**config.mk**
```make
export PLATFORM = sky130hd
export DESIGN_NAME = netlist_record_parser
export DESIGN_NICKNAME = d
export VERILOG_FILES = /design/src/rtl/netlist_pkg.sv /design/src/rtl/net_fanout_table.sv /design/src/rtl/netlist_record_parser.sv
export SDC_FILE = /design/constraint.sdc
export NUM_CORES = 1
export LEC_CHECK = 0
export BUFFER_PORTS_ARGS = -buffer_cell sky130_fd_sc_hd__clkbuf_2
export CAP_MARGIN = 20
export CORE_ASPECT_RATIO = 1.5
export CORE_MARGIN = 5
export CORE_UTILIZATION = 47
export DETAILED_ROUTE_END_ITERATION = 7
export GPL_ROUTABILITY_DRIVEN = 0
export PLACE_DENSITY = 0.64
export RECOVER_POWER = 25
export SLEW_MARGIN = 10
export SYNTH_ARGS = -nofsm -noshare
export SYNTH_HDL_FRONTEND = slang
export SYNTH_SLANG_ARGS = --single-unit
```
**constraint.sdc**
```tcl
create_clock -name clk -period 6.4 [get_ports clk]
set_input_delay 0 -clock clk [delete_from_list [all_inputs] [get_ports clk]]
set_output_delay 0 -clock clk [all_outputs]
set_load 0.03 [all_outputs]
```
**src/rtl/netlist_pkg.sv**
```systemverilog
// netlist_pkg: record type/state enums, header field positions, pin-count legality function
package netlist_pkg;
  typedef enum logic [3:0] {
    T_VSRC = 4'd0, T_ISRC = 4'd1, T_RES = 4'd2, T_CAP = 4'd3, T_IND = 4'd4,
    T_DIODE = 4'd5, T_BJT = 4'd6, T_MOS = 4'd7, T_SUBCKT = 4'd8, T_END = 4'd15
  } comp_type_e;
  typedef enum logic [2:0] {S_CLEAR, S_HDR, S_PINS, S_REPORT, S_DONE} state_e;
  localparam int HDR_TYPE_LSB = 12;
  localparam int HDR_PC_LSB = 8;
  localparam int HDR_REF_LSB = 0;
  function automatic logic pins_ok(input logic [3:0] t, input logic [3:0] pc, input int max_pins);
    return t <= 4'(T_DIODE) ? pc == 4'd2 :
           t == 4'(T_BJT) ? pc == 4'd3 :
           t == 4'(T_MOS) ? pc == 4'd4 :
           t == 4'(T_SUBCKT) ? (pc != 4'd0 && int'(pc) <= max_pins) : 1'b0;
  endfunction
endpackage

```
**src/rtl/net_fanout_table.sv**
```systemverilog
// net_fanout_table: NUM_NETS x 3-bit saturating fanout counters; clear/increment RMW port (wr_*), registered scan read port (rd_*)
module net_fanout_table #(
  parameter int NUM_NETS = 64,
  parameter int NET_W = $clog2(NUM_NETS)
) (
  input  logic             clk,
  input  logic             wr_en,
  input  logic             wr_clr,
  input  logic [NET_W-1:0] wr_addr,
  input  logic             rd_en,
  input  logic [NET_W-1:0] rd_addr,
  output logic [2:0]       rd_data
);
  logic [2:0] mem [NUM_NETS];
  always_ff @(posedge clk) begin
    if (wr_en) mem[wr_addr] <= wr_clr ? 3'd0 : mem[wr_addr] == 3'd7 ? 3'd7 : mem[wr_addr] + 3'd1;
    if (rd_en) rd_data <= mem[rd_addr];
  end
endmodule

```
**src/rtl/netlist_record_parser.sv**
```systemverilog
// netlist_record_parser: parses header/pin words (s_*), reports records (rec_*), floating nets (flt_*), done and err_count
module netlist_record_parser
  import netlist_pkg::*;
#(
  parameter int NUM_NETS = 64,
  parameter int MAX_PINS = 8,
  localparam int NET_W = $clog2(NUM_NETS)
) (
  input  logic             clk,
  input  logic             rst,
  input  logic             s_valid,
  output logic             s_ready,
  input  logic [15:0]      s_data,
  output logic             rec_valid,
  output logic [3:0]       rec_type,
  output logic [7:0]       rec_refdes,
  output logic             rec_err,
  output logic             flt_valid,
  input  logic             flt_ready,
  output logic [NET_W-1:0] flt_net,
  output logic             done,
  output logic [7:0]       err_count
);
  localparam logic [NET_W:0] N_END = (NET_W+1)'(NUM_NETS);
  state_e state, state_n;
  logic [NET_W-1:0] clr_idx, addr_q, net, wr_addr;
  logic [NET_W:0] scan_idx;
  logic [3:0] pin_cnt, pin_idx, h_type, h_pc;
  logic [7:0] h_ref;
  logic [2:0] rd_data;
  logic bad, perr, vld_q, wr_en, wr_clr, rd_en, fire, pin_bad, last, advance, scan_live, fin, fin_err, is_end;
  assign fire = s_valid && s_ready;
  assign h_type = s_data[HDR_TYPE_LSB +: 4];
  assign h_pc = s_data[HDR_PC_LSB +: 4];
  assign h_ref = s_data[HDR_REF_LSB +: 8];
  assign is_end = h_type == 4'(T_END);
  assign net = s_data[NET_W-1:0];
  assign pin_bad = s_data[15:NET_W] != '0 || {1'b0, net} >= N_END;
  assign last = pin_idx == pin_cnt - 4'd1;
  assign advance = !flt_valid || flt_ready;
  assign scan_live = scan_idx < N_END;
  assign fin = fire && (state == S_HDR ? !is_end && h_pc == 4'd0 : state == S_PINS && last);
  assign fin_err = state == S_HDR || bad || perr || pin_bad;
  always_comb begin
    state_n = state;
    s_ready = 1'b0;
    wr_en = 1'b0;
    wr_clr = 1'b0;
    wr_addr = clr_idx;
    rd_en = 1'b0;
    case (state)
      S_CLEAR: begin
        wr_en = 1'b1;
        wr_clr = 1'b1;
        state_n = clr_idx == NET_W'(NUM_NETS - 1) ? S_HDR : S_CLEAR;
      end
      S_HDR: begin
        s_ready = 1'b1;
        state_n = !fire ? S_HDR : is_end ? S_REPORT : h_pc != 4'd0 ? S_PINS : S_HDR;
      end
      S_PINS: begin
        s_ready = 1'b1;
        wr_addr = net;
        wr_en = fire && !bad && !pin_bad;
        state_n = fire && last ? S_HDR : S_PINS;
      end
      S_REPORT: begin
        rd_en = advance && scan_live;
        state_n = advance && !scan_live && !vld_q ? S_DONE : S_REPORT;
      end
      default: ;
    endcase
  end
  always_ff @(posedge clk) state <= rst ? S_CLEAR : state_n;
  always_ff @(posedge clk) begin
    if (rst) begin
      clr_idx <= '0;
      rec_valid <= 1'b0;
      rec_err <= 1'b0;
      rec_type <= '0;
      rec_refdes <= '0;
      flt_valid <= 1'b0;
      flt_net <= '0;
      done <= 1'b0;
      err_count <= '0;
      pin_cnt <= '0;
      pin_idx <= '0;
      bad <= 1'b0;
      perr <= 1'b0;
      scan_idx <= '0;
      vld_q <= 1'b0;
      addr_q <= '0;
    end else begin
      rec_valid <= fin;
      if (fin) rec_err <= fin_err;
      if (fin && fin_err && err_count != 8'hFF) err_count <= err_count + 8'd1;
      if (state == S_CLEAR) clr_idx <= clr_idx + NET_W'(1);
      if (state == S_HDR && fire && !is_end) begin
        rec_type <= h_type;
        rec_refdes <= h_ref;
        pin_cnt <= h_pc;
        pin_idx <= '0;
        perr <= 1'b0;
        bad <= !pins_ok(h_type, h_pc, MAX_PINS);
      end
      if (state == S_PINS && fire) begin
        pin_idx <= pin_idx + 4'd1;
        perr <= perr | pin_bad;
      end
      // vld_q/addr_q track the entry whose data appears on rd_data one cycle after the read
      if (state == S_REPORT && advance) begin
        scan_idx <= scan_idx + (NET_W+1)'(scan_live);
        vld_q <= scan_live;
        addr_q <= scan_idx[NET_W-1:0];
        flt_valid <= vld_q && rd_data == 3'd1;
        if (vld_q && rd_data == 3'd1) flt_net <= addr_q;
      end
      if (state_n == S_DONE) done <= 1'b1;
    end
  end
  net_fanout_table #(.NUM_NETS(NUM_NETS), .NET_W(NET_W)) u_table (
    .clk(clk),
    .wr_en(wr_en),
    .wr_clr(wr_clr),
    .wr_addr(wr_addr),
    .rd_en(rd_en),
    .rd_addr(scan_idx[NET_W-1:0]),
    .rd_data(rd_data)
  );
endmodule
```
==> metrics.txt <==
# TYPE chip_impl_metric gauge
chip_impl_metric{name="cts_inserted_buffers",unit=""} 24
chip_impl_info{name="synthMostInstantiatedCell",value="edfxtp_1"} 1
chip_impl_metric{name="postLayoutSetupSlackWorst",unit="ps"} 922.8
chip_impl_metric{name="die_area",unit="sq um"} 29450
chip_impl_metric{name="pre_cts_ws",unit="ps"} 1242
chip_impl_metric{name="dieHeight",unit="microns"} 207.7
chip_impl_metric{name="use_met3",unit="%"} 3.641
chip_impl_info{name="path_cells",value="nor3b_1 > buf_4 > mux2i_1 > nor2_1 > a21oi_1 > a21o_1 > o21ai_0 > nor4_4 > ha_1 > nand2_1 > o22ai_4 > buf_4"} 1
chip_impl_info{name="crit_end",value="u_table.mem[61][0]$_DFFE_PP_"} 1
chip_impl_metric{name="detailed_place.area",unit="sq um"} 12850
chip_impl_info{name="worst_path_max_delay_cell",value="mux2i_1"} 1
chip_impl_info{name="criticalPathCategory",value="register to register"} 1
chip_impl_metric{name="placement_rows",unit=""} 72
chip_impl_metric{name="tightestPinTransition",unit="ps"} 1655
chip_impl_metric{name="synth-warning-count",unit=""} 0
chip_impl_metric{name="synth_cells",unit=""} 981
chip_impl_metric{name="global_route.usage.met1",unit="%"} 26.66
chip_impl_metric{name="total_power",unit="mW"} 3.496
chip_impl_metric{name="syn_nets",unit=""} 1008
chip_impl_info{name="top_usage_layer",value="met2"} 1
chip_impl_metric{name="ctsHoldBuffers",unit=""} 16
chip_impl_info{name="synth_largest_area_cell",value="edfxtp_1"} 1
chip_impl_metric{name="starting_density",unit="%"} 47.54
chip_impl_metric{name="seq_power_share",unit="%"} 51.4
chip_impl_info{name="netlist_top_cells_area",value="edfxtp_1 (48%), mux4_2 (12%), dfxtp_1 (10%)"} 1
chip_impl_metric{name="first_global_vias",unit=""} 8866
chip_impl_metric{name="period_share",unit="%"} 85.58
chip_impl_metric{name="post_detailed_route_count_of_antenna_violating_nets",unit=""} 0
chip_impl_info{name="violated_checks",value="capacitance limit, slew limit"} 1
chip_impl_metric{name="synth_to_layout_area_growth",unit="%"} 12.45
chip_impl_metric{name="via_count",unit=""} 8820
chip_impl_metric{name="reg2regPathDepth",unit=""} 12
chip_impl_metric{name="timing.setup.tns",unit="ps"} 0
chip_impl_metric{name="peakVddDrop",unit="mV"} 0.1994
chip_impl_metric{name="clock_sink_count",unit=""} 258
chip_impl_metric{name="cts.repair.resized",unit=""} 0
chip_impl_metric{name="number_of_enable_type_register_cells_in_the_synthesized_netlist",unit=""} 195
chip_impl_metric{name="route.final.wire_length",unit="mm"} 35.09
chip_impl_info{name="crit_path_end_kind",value="register"} 1
chip_impl_info{name="hold_path.class",value="input pin to register"} 1
chip_impl_metric{name="seq_area_frac_synth",unit="%"} 58.11
chip_impl_metric{name="grt_first_pass_wirelength",unit="mm"} 52.63
chip_impl_metric{name="final_cell_area",unit="sq um"} 13770
chip_impl_info{name="outcome",value="finished with violations"} 1
chip_impl_metric{name="slowest_delay",unit="ps"} 950
chip_impl_metric{name="wire_per_inst",unit="microns"} 25.63
chip_impl_metric{name="postSynth.asyncResetShare",unit="%"} 0
chip_impl_metric{name="synth_seq_cells",unit=""} 258
chip_impl_metric{name="worstPathMaxFanout",unit=""} 41
chip_impl_metric{name="worst-path-stages",unit=""} 12
chip_impl_metric{name="sw_frac_of_total",unit="%"} 22.56
chip_impl_metric{name="largest_net_degree_at_the_start_of_global_routing",unit=""} 64
chip_impl_metric{name="finalCriticalPeriod",unit="ps"} 5477
chip_impl_info{name="cell_type_with_the_highest_occurrence_count_on_the_critical_path",value="buf_4"} 1
chip_impl_metric{name="p_int",unit="mW"} 2.708
chip_impl_metric{name="place_inst",unit=""} 1309
chip_impl_metric{name="syn-cell-area",unit="sq um"} 12250
chip_impl_metric{name="layout-drive-gt1-share",unit="%"} 15.54
chip_impl_metric{name="cts.htree.levels",unit=""} 1
chip_impl_metric{name="ios",unit=""} 51
chip_impl_metric{name="worst_rel_slew_slack",unit="%"} -10.37
chip_impl_metric{name="syn_avg_cell_area",unit="sq um"} 12.49
chip_impl_info{name="worstReg2RegStart",value="state[1]$_SDFF_PP0_"} 1
chip_impl_metric{name="pwr_density_cell",unit="nW/um^2"} 253.8
chip_impl_info{name="crit_start",value="state[1]$_SDFF_PP0_"} 1
chip_impl_metric{name="final_hold_viols",unit=""} 0
chip_impl_metric{name="cts.path.max_buffers",unit=""} 3
chip_impl_metric{name="die_w",unit="microns"} 141.8
chip_impl_metric{name="critical_path_arrival",unit="ps"} 5820
chip_impl_metric{name="grt-ovfl-total",unit=""} 0
chip_impl_metric{name="synth_top_cell_area_share",unit="%"} 47.81
chip_impl_metric{name="layout.core_utilization",unit="%"} 53.46
chip_impl_metric{name="final_nets",unit=""} 1045
chip_impl_metric{name="clock_insertion_delay_worst_skew",unit="ps"} 540
chip_impl_metric{name="cp_data_required_time",unit="ps"} 6750
chip_impl_metric{name="place.port_buffers",unit=""} 50
chip_impl_info{name="startpoint_type",value="register"} 1
chip_impl_metric{name="cts.reportedPaths.clkPinSlew",unit="ps"} 70
chip_impl_metric{name="finalClockSkew",unit="ps"} 23.16
chip_impl_metric{name="finalMaxSlewViolations",unit=""} 26
chip_impl_metric{name="grt_use_total",unit="%"} 23.56
chip_impl_metric{name="max_cap_violations",unit=""} 1
chip_impl_metric{name="cp_num_buf_inv",unit=""} 2
chip_impl_metric{name="clkPwrFrac",unit="%"} 42.5
chip_impl_metric{name="report.final.setup_viol",unit=""} 0
chip_impl_metric{name="post_drt_via_cell_ratio",unit=""} 6.443
chip_impl_info{name="clk_root_buffer_cell",value="clkbuf_16"} 1
chip_impl_metric{name="placeableCoreArea",unit="sq um"} 25760
chip_impl_metric{name="total_leakage_power",unit="nW"} 4.316
chip_impl_metric{name="cts_setup_buffers",unit=""} 0
chip_impl_metric{name="max_freq",unit="MHz"} 182.6
chip_impl_metric{name="hpwl",unit="mm"} 24.37
chip_impl_metric{name="power_switching",unit="uW"} 788.6
chip_impl_metric{name="drcViolationCount",unit=""} 0
chip_impl_info{name="synthFlopType",value="edfxtp_1"} 1
chip_impl_metric{name="fin_cells",unit=""} 1369
chip_impl_metric{name="diodes",unit=""} 0
chip_impl_metric{name="met2_usage",unit="%"} 40.35
chip_impl_info{name="rsz0062_at_grt",value="false"} 1
chip_impl_metric{name="drt-initial-drc-count",unit=""} 794
chip_impl_metric{name="grt_antenna_before_repair",unit=""} 0
chip_impl_metric{name="detailedRoute.firstPassIterationCount",unit=""} 5
chip_impl_metric{name="r2r_setup_slack",unit="ps"} 920
chip_impl_metric{name="whs",unit="ps"} 50.34
chip_impl_metric{name="post_synth_num_cell_types",unit=""} 57
chip_impl_info{name="critical-path-top-delay-family",value="simple AND/OR/NAND/NOR gates"} 1
chip_impl_info{name="ff_to_ff_end",value="u_table.mem[61][0]$_DFFE_PP_"} 1
chip_impl_info{name="tritoncts_clock_tree",value="built"} 1
chip_impl_info{name="synth_top_cells_by_count",value="edfxtp_1 (195), nor2_1 (127), nand2_1 (77)"} 1
chip_impl_metric{name="combPwrFrac",unit="%"} 6.1
-- power by group through the flow --
stage	combinational [mW]	sequential [mW]	clock, mW
2_1_floorplan	0.129	1.82	0
3_3_place_gp	0.198	1.83	0
5_1_grt	0.224	1.80	1.58
3_5_place_dp	0.200	1.83	0
4_1_cts	0.208	1.80	1.51
6_report	0.214	1.80	1.49
-- cell families after synthesis --
kind of cell / Yosys count / synth area share, %
multiplexers: 101 / 15.11
XOR/XNOR: 19 / 1.359
buffers and inverters: 82 / 2.656
flip-flops: 258 / 58.11
AND/OR/NAND/NOR: 338 / 13.16
adder cells (fa/ha/maj): 7 / 0.7151
AO/OA/AOI/OAI: 176 / 8.898
-- worst min-delay path: cells and delay by family --
family / cells / cell delay (ps)
AO/OA/AOI/OAI: 1 / 80
buffers and inverters: 1 / 260
AND/OR/NAND/NOR: 1 / 210
-- metal layers --
layer	up-vias	wire length [microns]
li1	3853	-
met1	4259	11830
met2	539	17630
met3	169	2677
met4	0	2957
met5	-	0
-- how the worst min path moves through the flow --
stage | start | endpoint | slack (ps) | cells after the start
6_report | s_data[0] | rec_refdes[0]$_SDFFE_PP0P_ | 50 | 3
5_1_grt | s_data[0] | rec_refdes[0]$_SDFFE_PP0P_ | 50 | 3
4_1_cts | s_data[0] | rec_refdes[0]$_SDFFE_PP0P_ | 30 | 3
3_5_place_dp | s_data[7] | rec_refdes[7]$_SDFFE_PP0P_ | 250 | 3
2_1_floorplan | s_data[9] | pin_cnt[1]$_SDFFE_PP0P_ | 140 | 2
3_3_place_gp | s_data[7] | rec_refdes[7]$_SDFFE_PP0P_ | 240 | 3
-- layout by cell type (no fill, tap or decap), types with 3 or more instances in the layout --
master | netlist | routed
a21oi_1 | 57 | 57
a31oi_1 | 5 | 5
a41oi_1 | 3 | 3
and2_1 | 3 | 3
and3_1 | 6 | 6
buf_4 | 1 | 14
bufinv_16 | 0 | 3
clkbuf_1 | 60 | 37
clkbuf_16 | 0 | 25
clkbuf_2 | 0 | 19
clkinv_4 | 0 | 3
dfxtp_1 | 63 | 62
dlygate4sd3_1 | 0 | 16
edfxtp_1 | 195 | 195
ha_1 | 7 | 7
inv_1 | 9 | 9
mux2_2 | 11 | 11
mux2i_1 | 24 | 22
mux2i_4 | 3 | 4
mux4_2 | 63 | 63
nand2_1 | 77 | 78
nand2b_1 | 12 | 12
nand3_1 | 21 | 21
nand3b_1 | 12 | 12
nand4_1 | 4 | 4
nor2_1 | 127 | 127
nor2b_1 | 6 | 6
nor3_1 | 31 | 31
nor3b_1 | 9 | 9
nor4_1 | 9 | 9
nor4b_1 | 3 | 3
o21ai_0 | 14 | 13
o221ai_1 | 9 | 9
o22a_1 | 7 | 7
o22ai_1 | 65 | 64
or2_2 | 3 | 3
or3_1 | 6 | 6
xnor2_1 | 8 | 8
xor2_1 | 11 | 11
-- registers in the layout, summed over array words and instances, names as in the netlist --
| register | cells |
|---|---|
| u_table.rd_data | 3 |
| bad | 1 |
| done | 1 |
| addr_q | 6 |
| state | 3 |
| vld_q | 1 |
| rec_type | 4 |
| rec_err | 1 |
| pin_cnt | 4 |
| err_count | 8 |
| perr | 1 |
| clr_idx | 6 |
| u_table.mem | 192 |
| flt_valid | 1 |
| flt_net | 6 |
| scan_idx | 7 |
| pin_idx | 4 |
| rec_refdes | 8 |
| rec_valid | 1 |
-- final cells by class --
class | count | area, sq um
fillers | 2176 | 11990
flip-flops and latches | 258 | 7121
multi-input cells | 641 | 4852
clock buffers | 29 | 640.6
repair buffers | 84 | 531.8
well taps | 333 | 416.7
clock inverters | 15 | 177.7
inverters | 9 | 33.78
(Power assumes the default switching activity.)
